<file path="src/rtl/binary_arith_pkg.sv">
// Shared constants, state encoding and sizing helpers for the serial
// binary arithmetic blocks.
package binary_arith_pkg;

  localparam int unsigned DEFAULT_WIDTH = 4;

  localparam logic [1:0] ST_IDLE = 2'd0;
  localparam logic [1:0] ST_SUB  = 2'd1;
  localparam logic [1:0] ST_DONE = 2'd2;

  typedef enum logic [1:0] {
    S_IDLE = ST_IDLE,
    S_SUB  = ST_SUB,
    S_DONE = ST_DONE
  } state_e;

  // Bit counter must be able to hold the value WIDTH.
  function automatic int unsigned cnt_width(input int unsigned w);
    return $clog2(w + 1);
  endfunction

endpackage : binary_arith_pkg

</file>
<file path="src/rtl/full_subtractor_bit.sv">
// One-bit full subtractor: d = x - y - bin, with borrow out.
module full_subtractor_bit (
  input  logic x,
  input  logic y,
  input  logic bin,
  output logic d,
  output logic bout
);

  assign d    = x ^ y ^ bin;
  assign bout = (~x & y) | (~(x ^ y) & bin);

endmodule : full_subtractor_bit

</file>
<file path="src/rtl/binary_subtractor_serial.sv">
// Bit-serial subtractor recovering a = sum - b, LSB first, one bit per clock,
// with start/busy/done handshake and borrow/overflow flags.
module binary_subtractor_serial
  import binary_arith_pkg::*;
#(
  parameter int unsigned WIDTH = DEFAULT_WIDTH
) (
  input  logic             clk,
  input  logic             rst,
  input  logic             start,
  input  logic [WIDTH:0]   sum,
  input  logic [WIDTH-1:0] b,
  output logic             busy,
  output logic             done,
  output logic [WIDTH-1:0] a,
  output logic             borrow,
  output logic             overflow
);

  localparam int unsigned CNT_W = cnt_width(WIDTH);

  state_e             state_q, state_d;
  logic [WIDTH:0]     sum_q, sum_d;
  logic [WIDTH:0]     sub_q, sub_d;
  logic [WIDTH:0]     res_q, res_d;
  logic [CNT_W-1:0]   cnt_q, cnt_d;
  logic               brw_q, brw_d;
  logic               busy_q, busy_d;
  logic               done_q, done_d;
  logic [WIDTH-1:0]   a_q, a_d;
  logic               borrow_q, borrow_d;
  logic               overflow_q, overflow_d;

  logic               d_bit_c;
  logic               bout_c;
  logic [WIDTH:0]     diff_c;

  full_subtractor_bit u_fs (
    .x    (sum_q[0]),
    .y    (sub_q[0]),
    .bin  (brw_q),
    .d    (d_bit_c),
    .bout (bout_c)
  );

  // Difference bits enter at the MSB so the final result lands LSB-aligned.
  assign diff_c = {d_bit_c, res_q[WIDTH:1]};

  always_comb begin
    state_d    = state_q;
    sum_d      = sum_q;
    sub_d      = sub_q;
    res_d      = res_q;
    cnt_d      = cnt_q;
    brw_d      = brw_q;
    busy_d     = 1'b0;
    done_d     = 1'b0;
    a_d        = a_q;
    borrow_d   = borrow_q;
    overflow_d = overflow_q;

    unique case (state_q)
      S_IDLE, S_DONE: begin
        state_d = S_IDLE;
        if (start) begin
          state_d = S_SUB;
          sum_d   = sum;
          sub_d   = {1'b0, b};
          res_d   = '0;
          cnt_d   = '0;
          brw_d   = 1'b0;
          busy_d  = 1'b1;
        end
      end
      S_SUB: begin
        res_d = diff_c;
        brw_d = bout_c;
        cnt_d = cnt_q + CNT_W'(1);
        sum_d = {1'b0, sum_q[WIDTH:1]};
        sub_d = {1'b0, sub_q[WIDTH:1]};
        if (cnt_q == CNT_W'(WIDTH)) begin
          state_d    = S_DONE;
          done_d     = 1'b1;
          a_d        = diff_c[WIDTH-1:0];
          borrow_d   = bout_c;
          overflow_d = diff_c[WIDTH] & ~bout_c;
        end else begin
          busy_d = 1'b1;
        end
      end
      default: state_d = S_IDLE;
    endcase
  end

  always_ff @(posedge clk) begin
    if (rst) begin
      state_q    <= S_IDLE;
      sum_q      <= '0;
      sub_q      <= '0;
      res_q      <= '0;
      cnt_q      <= '0;
      brw_q      <= 1'b0;
      busy_q     <= 1'b0;
      done_q     <= 1'b0;
      a_q        <= '0;
      borrow_q   <= 1'b0;
      overflow_q <= 1'b0;
    end else begin
      state_q    <= state_d;
      sum_q      <= sum_d;
      sub_q      <= sub_d;
      res_q      <= res_d;
      cnt_q      <= cnt_d;
      brw_q      <= brw_d;
      busy_q     <= busy_d;
      done_q     <= done_d;
      a_q        <= a_d;
      borrow_q   <= borrow_d;
      overflow_q <= overflow_d;
    end
  end

  assign busy     = busy_q;
  assign done     = done_q;
  assign a        = a_q;
  assign borrow   = borrow_q;
  assign overflow = overflow_q;

endmodule : binary_subtractor_serial
</file>
<file path="config.mk">
export PLATFORM = sky130hd
export DESIGN_NAME = binary_subtractor_serial
export DESIGN_NICKNAME = d
export VERILOG_FILES = /design/src/rtl/binary_arith_pkg.sv /design/src/rtl/full_subtractor_bit.sv /design/src/rtl/binary_subtractor_serial.sv
export SDC_FILE = /design/constraint.sdc
export NUM_CORES = 1
export LEC_CHECK = 0
export BUFFER_PORTS_ARGS = -buffer_cell sky130_fd_sc_hd__buf_4
export CAP_MARGIN = 5
export CORE_MARGIN = 2
export CORE_UTILIZATION = 52
export DETAILED_ROUTE_END_ITERATION = 8
export PLACE_DENSITY = 0.75
export SKIP_LAST_GASP = 1
export SLEW_MARGIN = 20
export SYNTH_ARGS = -nofsm -noshare
export SYNTH_HDL_FRONTEND = slang
export SYNTH_SLANG_ARGS = --single-unit
</file>
<file path="constraint.sdc">
create_clock -name clk -period 1.82 [get_ports clk]
set_clock_uncertainty 0.1 [all_clocks]
set_input_delay 0 -clock clk [delete_from_list [all_inputs] [get_ports clk]]
set_output_delay 0 -clock clk [all_outputs]
set_load 0.01 [all_outputs]
</file>
-- Yosys cells after proc, flatten, opt, wreduce, memory -nomap -nowiden
Cells that the tools add are included.
- flip-flop bits (word level): 29
- input port bits: 12
- output and inout bits: 8
- logic and storage cells: 50
- $add $sub $neg: 1
- equal/unequal tests: 5
- muxes and demuxes: 17
- bitwise logic cells: 10
- reductions and logical operators: 6
- operators by type and width (cell ; number):
    one-hot mux 5 bit (2 select lines) ; 3
    two-way mux 5 bit ; 3
    one-hot mux 3 bit (2 select lines) ; 1
    two-way mux 1 bit ; 5
    != test 2 bit, second input constant ; 2
    NOT 1 bit ; 4
    one-hot mux 1 bit (2 select lines) ; 2
    one-hot mux 2 bit (2 select lines) ; 1
    AND reduction 2 bit ; 2
    OR reduction 2 bit ; 2
    adder 3 x 1 -> 3 bit, second input constant ; 1
    AND 1 bit ; 3
    == test 3 bit, second input constant ; 1
    two-way mux 3 bit ; 1
    == test 2 x 1 -> 1 bit, second input constant ; 1
    == test 2 bit, second input constant ; 1
    zero test 2 bit ; 1
    two-way mux 2 bit ; 1
    nonzero test 2 bit ; 1
    XOR 1 bit ; 2
    bitwise OR 1 bit ; 1

-- Longest topological paths before layout
- depth after elaboration: 6
- mapped depth: 5
- mapped depth without buffers: 5

-- Hierarchy
From an unflattened synthesis, not the netlist that was laid out.
- cell total of the unflattened synthesis: 119
- area, all modules: 1066.0 µm²
- modules (own cells, without submodules) (module ; times used ; cells each ; area an instance (µm²)):
    binary_subtractor_serial ; 1 ; 115 ; 1034.7
    full_subtractor_bit ; 1 ; 4 ; 31.3

-- Least setup slack after synthesis
Ideal clock, no wire load.
- kind: reg-to-reg
- start point: register brw_q
- end point: register overflow_q (netlist: overflow)
- data arrival time: 1.256 ns
- slack: 0.397 ns
- stages on the path, launching flop included: 4
- path buffers: 0
- period minus slack after synthesis: 1.423 ns
- path through: dfxtp_1 fa_1 or3_1 a21oi_2
- word-level cells in the longest chain between the ends: 4
- elaborated cells between the ends (all ways): 5
- those cells by class: bitwise (5)
- RTL lines (element ; line ; RTL):
    from (decl) ; binary_subtractor_serial.sv:27 ; logic brw_q, brw_d;
    from (signal assigned) ; binary_subtractor_serial.sv:114 ; brw_q <= brw_d;
    AND 1 bit ; full_subtractor_bit.sv:11 ; assign bout = (~x & y) | (~(x ^ y) & bin);
    bitwise OR 1 bit ; full_subtractor_bit.sv:11 ;
    NOT 1 bit ; binary_subtractor_serial.sv:86 ; overflow_d = diff_c[WIDTH] & ~bout_c;
    AND 1 bit * ; binary_subtractor_serial.sv:86 ;
    to (signal assigned) ; binary_subtractor_serial.sv:119 ; overflow_q <= overflow_d;
    to (decl) ; binary_subtractor_serial.sv:32 ; logic overflow_q, overflow_d;
Mark *: on every way between the ends. The rest lies on a longest branch, timed or not.
A chain may end at the register's enable or synchronous reset.

-- Worst setup path in the final report
- start point: register cnt_q[0]
- end point: register overflow_q (netlist: overflow)
- word-level cells in the longest chain between the ends: 2
- RTL lines (element ; line ; RTL):
    from (decl) ; binary_subtractor_serial.sv:26 ; logic [CNT_W-1:0] cnt_q, cnt_d;
    from (signal assigned) ; binary_subtractor_serial.sv:113 ; cnt_q <= cnt_d;
    == test 3 bit ; binary_subtractor_serial.sv:81 ; if (cnt_q == CNT_W'(WIDTH)) begin
    AND reduction 2 bit (no source line) ; - ;
Every way passes these cells.

==> metrics.txt <==
Fillers=~160; Synth Area per Inst=9.211 um^2; Worst Path Max Fanout=9; launching point of the worst reg2reg path=cnt_q[0]; DRT Pass-1 Iters=4; antenna viol nets, final=0; Crit-path slowest cell=or3_1; overall via count from detail_route=between 900 and 1,000; Initial Utilization=a little under three fifths; vias in the first global route=between 800 and 900; ant diodes=0; initial antenna violation count=0; Cells after Synth=116; status=finished clean; Crit path required time=roughly 2.0 ns; WL/cell=between 10 and 15 um; relative slew slack=a little under three quarters; routability cong.=~0.77; Tmin final=between 1.5 and 2 ns; first-pass GRT wire length=about 3600 um; post-layout util=a little over two thirds; crit start category=flop; worst setup path endpoint=overflow; total routed wirelength=2075 um; YS warnings=0; crit path from=cnt_q[0]; commonest cells after routing, fill and taps aside=27 x dfxtp_1, 21 x buf_4, 13 x nor3_1; Vias/cell=~5.4; CTS tree=done; total CTS buffers=3; DRC Markers=0; core box area=between 0.0015 and 0.002 mm^2; cell row count=16; share of cells above drive strength 1=between 20% and 30%; leakage power=roughly 0.56 nW; commonest non-fill, non-tap cell in the layout=dfxtp_1; flop2flop setup slack=approximately 0.32 ns; largest net degree at the start of global routing=28; pwr/cell area=between 700 and 800 mW/mm^2; worst skew pair latency=~0.33 ns; Clock Tree Root=clkbuf_4; R2R cell count=5; register area share after synthesis=between 50% and 60%; Max clock buf depth=2; Final nets=around 160; area occupied by multi-input gates=roughly 470 um^2; initial drt markers=19; Die Area=about 0.0024 mm^2; post-DP HPWL=around 1300 um; # IOs=20; Distinct cells, synth=23; register area=540.5 um^2; max cap viols=0; setup TNS=0 ns; Reg clk slew, reported paths=0.15 ns; Worst Tran Pin Value=0.4200 ns; Post-CTS Setup Bufs=0; critical path's top delay family=simple AND/OR/NAND/NOR gates; Final period util=between 80% and 90%; Area growth syn-to-layout=26.70%; input/output buffers=19; Setup-failing EPs final=0; grt ovf=0; H-Tree Depth=1; pins over their slew limit=0; Die Y=49.33 um; fmax=roughly 0.67 GHz; Crit path largest cell delay=0.38 ns; Final Hold Fails=0; Cell Chain, Critical Path=inv_1 -> ha_1 -> nand4b_4 -> or3_1 -> a21oi_2; die width=between 40 and 50 um; instance count on the critical path=5; unrepaired setup endpoints after global routing=false; register bit total from synthesis=27; Clock Sinks=27; Post-Syn Nets=around 130; FF-to-FF End=overflow; arrival time worst endpoint=between 1.5 and 2 ns; Netlist Area Pre-Place=0.001069 mm^2; CP Capture Type=flop; critical path class=flop to flop; Hold Crit Class=input pin to flop; GRT Overall Usage=a little under a fifth; peak supply drop=680.2 uV; CP bufs+invs=1
worst min path at each step:
stage / start / slack [ns] / end / cells past startpoint
global route: res_q[4] / 0.40 / res_q[3] / 2
CTS: sum[4] / 0.37 / sum_q[4] / 4
global placement: sum[4] / 0.15 / sum_q[4] / 3
detailed placement: sum[4] / 0.17 / sum_q[4] / 3
floorplan: b[3] / 0.04 / sub_q[3] / 2
finish: b[3] / 0.38 / sub_q[3] / 4
cells in the mapped netlist (all sizes together):
master	number	area, um^2
dfxtp	27	540.5
nor3	13	65.06
a21oi	11	58.81
nand2	10	37.54
nand3	9	45.04
nor2	9	33.78
buf	7	38.78
o22ai	7	43.79
mux2i	5	50.05
inv	3	11.26
nand2b	3	18.77
and2b	2	17.52
clkbuf	2	7.510
ha	2	25.02
a311oi	1	8.760
fa	1	20.02
nand3b	1	7.510
nand4b	1	23.77
or3	1	6.260
xor2	1	8.760
state kept, by name, summed over array words and instances (netlist names):
register / flops
sub_q: 4
brw_q: 1
overflow: 1
busy: 1
state_q: 2
sum_q: 5
done: 1
res_q: 4
a: 4
cnt_q: 3
borrow: 1
layout make-up:
class                      instances  share of cell area, %
timing repair buffer              32                  19.78
tap                               27                  2.495
inverter                           3                 0.8318
multi-input combinational         77                  34.75
clock buffer                       3                  1.664
sequential                        27                  39.93
clock inverter                     1                 0.5545
worst reg2reg max path, cell delays in order (launching register included):
cell and delay [ns]:
dfxtp_1 0.35, inv_1 0.08, ha_1 0.21, nand4b_4 0.21
or3_1 0.38, a21oi_2 0.13
through the flow:
stage | power (W) | cells | hold WS (ns) | area, um^2 | worst slack (ns)
3_3_place_gp | 0.0007805 | 155 | 0.1460 | 1214 | 0.3704
4_1_cts | 0.001059 | 170 | 0.3661 | 1354 | 0.3103
3_5_place_dp | 0.0007835 | 155 | 0.1652 | 1214 | 0.3251
6_report | 0.001054 | 170 | 0.3791 | 1354 | 0.3196
5_1_grt | 0.001109 | 170 | 0.3975 | 1354 | 0.2053
2_1_floorplan | 0.0007457 | 116 | 0.03601 | 1069 | 0.3971
report_power, final:
part | switching (W) | internal (W) | total [W]
clock | 0.000178 | 0.0000842 | 0.000262
combinational | 0.0000791 | 0.0000757 | 0.000155
sequential | 0.0000172 | 0.000619 | 0.000637
kinds of logic (layout without fill, tap and decap cells):
kind of cell,count (synthesis),count (layout),synth area share [%]
AND/OR/NAND/NOR,49,49,23.89
AO/OA/AOI/OAI,19,19,10.42
buffers and inverters,12,39,5.386
adder cells (fa/ha/maj),3,3,4.215
XOR/XNOR,1,1,0.8198
flip-flops,27,27,50.59
multiplexers,5,5,4.684
per-layer routing:
metal,routed length (um),vias to the layer above,track usage [%]
li1,-,453,-
met1,906,432,22.37
met2,1018,21,32.88
met3,71,8,3.681
met4,78,0,8.571
met5,0,-,0
timing repair:
item	4_1_cts	5_1_grt
hold buffers	11	0
hold endpoints to repair	27	0
gates resized for setup	0	0
(Power assumes the default switching activity.)
